==> config.mk <==
export PLATFORM = sky130hd
export DESIGN_NAME = reg_ctx_engine
export DESIGN_NICKNAME = d
export VERILOG_FILES = /design/src/rtl/simple_cpu_pkg.sv /design/src/rtl/reg_ctx_engine.sv
export SDC_FILE = /design/constraint.sdc
export NUM_CORES = 1
export LEC_CHECK = 0
export CORE_AREA = 2 2 62 122
export CTS_CLUSTER_DIAMETER = 60
export CTS_CLUSTER_SIZE = 12
export DETAILED_ROUTE_END_ITERATION = 16
export DIE_AREA = 0 0 64 124
export PLACE_DENSITY = 0.83
export SYNTH_ARGS = -nofsm -noshare
export SYNTH_HDL_FRONTEND = slang
export SYNTH_SLANG_ARGS = --single-unit
==> constraint.sdc <==
create_clock -name clk -period 2.66 [get_ports clk]
set_input_delay 0.399 -clock clk [delete_from_list [all_inputs] [get_ports clk]]
set_output_delay 0.399 -clock clk [all_outputs]
set_load 0.05 [all_outputs]
==> src/rtl/simple_cpu_pkg.sv <==
// simple_cpu_pkg
// Shared definitions for the Simple CPU blocks: register file geometry and
// the state encoding of the context save/restore engine.
package simple_cpu_pkg;

  localparam int REG_ADDR_W = 5;
  localparam int REG_DATA_W = 32;
  localparam int NUM_REGS   = 32;

  typedef enum logic [1:0] {
    ST_IDLE       = 2'd0,
    ST_SAVE       = 2'd1,
    ST_SAVE_DRAIN = 2'd2,
    ST_RESTORE    = 2'd3
  } ctx_state_t;

  // Advance a register pointer, holding it once it reaches the last register
  // so that a context ending at register 31 never wraps to register 0.
  function automatic logic [REG_ADDR_W-1:0] ptr_next(
    input logic [REG_ADDR_W-1:0] ptr,
    input logic [REG_ADDR_W-1:0] last
  );
    if (ptr == last) begin
      return ptr;
    end else begin
      return ptr + 5'd1;
    end
  endfunction

endpackage

==> src/rtl/reg_ctx_engine.sv <==
// reg_ctx_engine
// Context save/restore engine for the Simple CPU register file.
// Save:    streams R[FIRST_REG..LAST_REG] out on out_valid/out_ready with the
//          register index alongside (out_addr); data is captured through
//          read port 1 at the edge where each beat is loaded.
// Restore: accepts in_valid/in_ready beats and writes them, in order, into
//          R[FIRST_REG..LAST_REG] through the register file write port.
// Ports:
//   clk, rst                    clock, synchronous active-high reset
//   save_start, restore_start   start pulses, sampled only while idle
//   abort                       cancel the running operation (no done)
//   busy, done                  operation in progress / completion pulse
//   rf_read_addr_1/2, rf_read_data_1/2   register file read ports
//   rf_reg_write, rf_write_addr, rf_write_data   register file write port
//   out_valid/out_ready/out_data/out_addr         save stream
//   in_valid/in_ready/in_data                     restore stream
module reg_ctx_engine
  import simple_cpu_pkg::*;
#(
  parameter int FIRST_REG = 1,
  parameter int LAST_REG  = 31
) (
  input  logic                  clk,
  input  logic                  rst,
  input  logic                  save_start,
  input  logic                  restore_start,
  input  logic                  abort,
  output logic                  busy,
  output logic                  done,
  output logic [REG_ADDR_W-1:0] rf_read_addr_1,
  output logic [REG_ADDR_W-1:0] rf_read_addr_2,
  input  logic [REG_DATA_W-1:0] rf_read_data_1,
  input  logic [REG_DATA_W-1:0] rf_read_data_2,
  output logic                  rf_reg_write,
  output logic [REG_ADDR_W-1:0] rf_write_addr,
  output logic [REG_DATA_W-1:0] rf_write_data,
  output logic                  out_valid,
  input  logic                  out_ready,
  output logic [REG_DATA_W-1:0] out_data,
  output logic [REG_ADDR_W-1:0] out_addr,
  input  logic                  in_valid,
  output logic                  in_ready,
  input  logic [REG_DATA_W-1:0] in_data
);

  localparam logic [REG_ADDR_W-1:0] FIRST_A = REG_ADDR_W'(FIRST_REG);
  localparam logic [REG_ADDR_W-1:0] LAST_A  = REG_ADDR_W'(LAST_REG);

  ctx_state_t            state_r;
  logic [REG_ADDR_W-1:0] ptr_r;
  logic                  done_r;
  logic                  out_valid_r;
  logic [REG_DATA_W-1:0] out_data_r;
  logic [REG_ADDR_W-1:0] out_addr_r;
  logic                  unused_rd2_s;

  // Read port 2 is not needed by this block.
  assign unused_rd2_s = ^rf_read_data_2;

  // Control FSM, register pointer and the registered save-stream beat.
  always_ff @(posedge clk) begin
    if (rst) begin
      state_r     <= ST_IDLE;
      ptr_r       <= FIRST_A;
      done_r      <= 1'b0;
      out_valid_r <= 1'b0;
      out_data_r  <= 32'd0;
      out_addr_r  <= 5'd0;
    end else if (abort) begin
      // Abort wins over any handshake in the same cycle; beat contents are
      // left as they were since out_valid drops.
      state_r     <= ST_IDLE;
      ptr_r       <= FIRST_A;
      done_r      <= 1'b0;
      out_valid_r <= 1'b0;
    end else begin
      done_r <= 1'b0;
      case (state_r)
        ST_IDLE: begin
          // Save has priority when both starts arrive together.
          if (save_start) begin
            out_data_r  <= rf_read_data_1;
            out_addr_r  <= ptr_r;
            out_valid_r <= 1'b1;
            ptr_r       <= ptr_next(FIRST_A, LAST_A);
            state_r     <= (FIRST_A == LAST_A) ? ST_SAVE_DRAIN : ST_SAVE;
          end else if (restore_start) begin
            ptr_r   <= FIRST_A;
            state_r <= ST_RESTORE;
          end else begin
            ptr_r <= FIRST_A;
          end
        end
        ST_SAVE: begin
          // ptr already addresses the next register, so its value is on
          // rf_read_data_1 ready to be loaded when the current beat leaves.
          if (out_valid_r && out_ready) begin
            out_data_r <= rf_read_data_1;
            out_addr_r <= ptr_r;
            ptr_r      <= ptr_next(ptr_r, LAST_A);
            if (ptr_r == LAST_A) begin
              state_r <= ST_SAVE_DRAIN;
            end
          end
        end
        ST_SAVE_DRAIN: begin
          if (out_valid_r && out_ready) begin
            out_valid_r <= 1'b0;
            done_r      <= 1'b1;
            ptr_r       <= FIRST_A;
            state_r     <= ST_IDLE;
          end
        end
        ST_RESTORE: begin
          if (in_valid) begin
            if (ptr_r == LAST_A) begin
              done_r  <= 1'b1;
              ptr_r   <= FIRST_A;
              state_r <= ST_IDLE;
            end else begin
              ptr_r <= ptr_r + 5'd1;
            end
          end
        end
        default: begin
          state_r     <= ST_IDLE;
          ptr_r       <= FIRST_A;
          out_valid_r <= 1'b0;
        end
      endcase
    end
  end

  assign busy           = (state_r != ST_IDLE);
  assign done           = done_r;
  assign out_valid      = out_valid_r;
  assign out_data       = out_data_r;
  assign out_addr       = out_addr_r;
  assign rf_read_addr_1 = ptr_r;
  assign rf_read_addr_2 = 5'd0;
  assign rf_write_addr  = ptr_r;
  assign rf_write_data  = in_data;
  assign in_ready       = (state_r == ST_RESTORE);
  // The write is suppressed in an abort cycle so a cancelled beat never lands.
  assign rf_reg_write   = (state_r == ST_RESTORE) && in_valid && !abort;

endmodule

==> impl_metrics.toml <==
[power_and_ir_drop]
power_density_nw_per_um2 = 569
peakVddDrop_mv = 0.242
leakage_nw = 1.10

[sta]
hold_viol = 0
setup_tns_ns = 0
fin_skew_ns = 0.00728
fmax_ghz = 0.437
period_minus_slack_ns = 2.29
finalSetupViolations = 0
worst_slew_pin_slew_ns = 0.533
period_share_pct = 86.0
rsz0062_at_grt = "false"
holdWs_ns = 0.452
maxSlewViolCount = 0
relSlewSlack_pct = 64.1
layout_setup_ws_ns = 0.374

[clock_network]
htreeDepth = 2
cts.path.max_buffers = 2
clock_latency_ns = 0.28
numClockSinks = 46
clk_pin_slew_ns = 0.06
post_cts_buffers = 0
cts_resized = 0
cts_tree = "done"
cts_buffers = 5
holdBufCountCts = 0
cts-root-buf = "clkbuf_16"

[yosys]
ys_seq_area_share_pct = 42.3
synth_edf_count = 0
synth_top_area_cell = "dfxtp_1"
ys_warn_count = 0
synth_area_leaders = "dfxtp_1 (42%), buf_4 (14%), nand2_1 (14%)"
synth_top_area_share_pct = 42.3
avgSynthCellArea_um2 = 7.89
syn-cell-area_um2 = 2180
synth_flop_cell = "dfxtp_1"
async_flop_share_pct = 0
syn_inst = 276
synth_seq_cells = 46
yosysUniqueCellTypes = 30

[critical_path]
path_class = "reg2out"
slowest_stage = "clkdlybuf4s50_1"
cp.arrival_ns = 1.89
endpoint_kind = "output port"
crit_fanout = 16
cp.required_ns = 2.26
critPathLaunchType = "flip-flop"
slowest_delay_ns = 0.80
crit_chain = "and2_1 > clkdlybuf4s50_1"

[floorplan]
die_width_um = 64
floorplan.initialDensity_pct = 31.4
rows = 43
die-area_um2 = 7940
dieHeight_um = 124
io_pins = 192
core_um2 = 6940

[routing]
drt_wl_total_um = 5550
vias = 1955
wl_per_cell_um = 13.2
dr.pass1.iters = 4
drtIter0Drc = 83
postRouteAntennaNets = 0
via_per_inst = 4.67
drc_errors = 0

[status]
run_status = "completed"

[global_route]
grt_overflow_total = 0
grt_pass1_vias = 1817
grt_antenna_before_repair = 0
grt_start_max_net_pins = 22
grt_pass1_wl_um = 8760
grt_usage_pct = 14.2

[placement]
placed_cells = 411
globalplace.congestion = 0.851
dp_slack_ns = 0.502
port_buffers = 90
dp_hpwl_um = 4220

[finish]
area_growth_pct = 38.1
diodes = 0
num-fill-cells = 654
stdcell_count = 419
final_net_count = 434
drive_above_1_share_pct = 6.08
finish.utilization_pct = 43.3

[worst_hold_path]
hold_class = "reg2reg"

[run]
cap_violations = 0
[layout make-up]
type	instances	area (um2)	share of cell area (%)
repair buffers	97	951	31.6
flip-flops and latches	46	921	30.6
multi-input cells	175	865	28.7
clock buffers	7	143	4.74
well taps	90	113	3.74
inverters	3	11.3	0.374
clock inverters	1	5.00	0.166
[worst max-delay path: cells and delay by family (launching register included)]
family,cells,cell delay [ns]
AND/OR/NAND/NOR,1,0.20
flip-flops,1,0.61
buffers and inverters,1,0.80
[logic make-up after synthesis]
logic type / after synthesis / share of synthesized area (%)
other: 1 / 0.172
muxes: 2 / 0.919
buffers and inverters: 59 / 18.7
DFF: 46 / 42.3
and+or+nand+nor: 106 / 20.4
adders and majority gates: 3 / 1.72
AOI/OAI and AO/OA: 59 / 15.8
[synthesized netlist by cell type, types with 2 or more instances]
cell	number
o22ai_1	2
dfxtp_1	46
buf_6	3
mux2i_1	2
and2_1	2
nand3_1	4
clkbuf_1	6
nor3b_1	2
nor2_1	8
nand2b_1	2
a21oi_1	41
buf_2	5
or3_1	2
a31oi_1	2
buf_4	42
inv_1	3
and3_1	2
ha_1	3
a21boi_0	4
o21ai_0	5
or2_2	2
nand2_1	80
[sequential cells by signal, summed over array words and instances, names as in the netlist]
register,count
out_data,32
out_addr,5
rf_read_addr_1,5
state_r,2
done,1
out_valid,1
[per-layer routing]
metal | up-vias | track usage (%) | share of wire (%)
met5 | - | 0 | 0
met4 | 0 | 10.1 | 5.1
met2 | 74 | 25.6 | 53
li1 | 958 | - | -
met1 | 885 | 14.1 | 36
met3 | 38 | 3.07 | 6.2
[report_power, final]
part           leakage, nW  switching [mW]  internal, mW
clock               0.0739           0.247         0.372
sequential           0.375          0.0207         0.718
combinational        0.654           0.214         0.138
[worst paths after layout]
path,start,depth (start not counted),slack [ns],to
max reg2reg,rf_read_addr_1[0],7,0.52,rf_read_addr_1[2]
max,state_r[0],2,0.37,in_ready
min,out_data[18],2,0.45,out_data[18]
min reg2reg,out_data[18],2,0.45,out_data[18]
[placed cells by master, fill, tap and decap left out]
cell / synthesis / final
a211o_1: 1 / 1
a211oi_1: 1 / 1
a211oi_4: 1 / 1
a21boi_0: 4 / 4
a21o_1: 1 / 1
a21oi_1: 41 / 41
a31oi_1: 2 / 2
and2_1: 2 / 2
and3_1: 2 / 2
buf_4: 42 / 8
clkbuf_1: 6 / 1
clkbuf_16: 0 / 5
clkbuf_8: 0 / 1
clkdlybuf4s50_1: 0 / 89
clkinv_2: 0 / 1
conb_1: 1 / 5
dfxtp_1: 46 / 46
ha_1: 3 / 3
inv_1: 3 / 3
mux2i_1: 2 / 2
nand2_1: 80 / 80
nand2b_1: 2 / 2
nand3_1: 4 / 4
nand3_2: 1 / 1
nor2_1: 8 / 8
nor3b_1: 2 / 2
o21ai_0: 5 / 5
o221ai_2: 1 / 1
o22ai_1: 2 / 2
or2_0: 1 / 1
or2_2: 2 / 2
or3_1: 2 / 2
[metrics by stage]
step           total power [mW]  instance area, um2
2_1_floorplan              1.10                2190
3_3_place_gp               1.10                2860
3_5_place_dp               1.11                2860
4_1_cts                    1.74                3010
5_1_grt                    1.79                3010
6_report                   1.71                3010
Note: power is estimated with default switching activity, not from simulation.
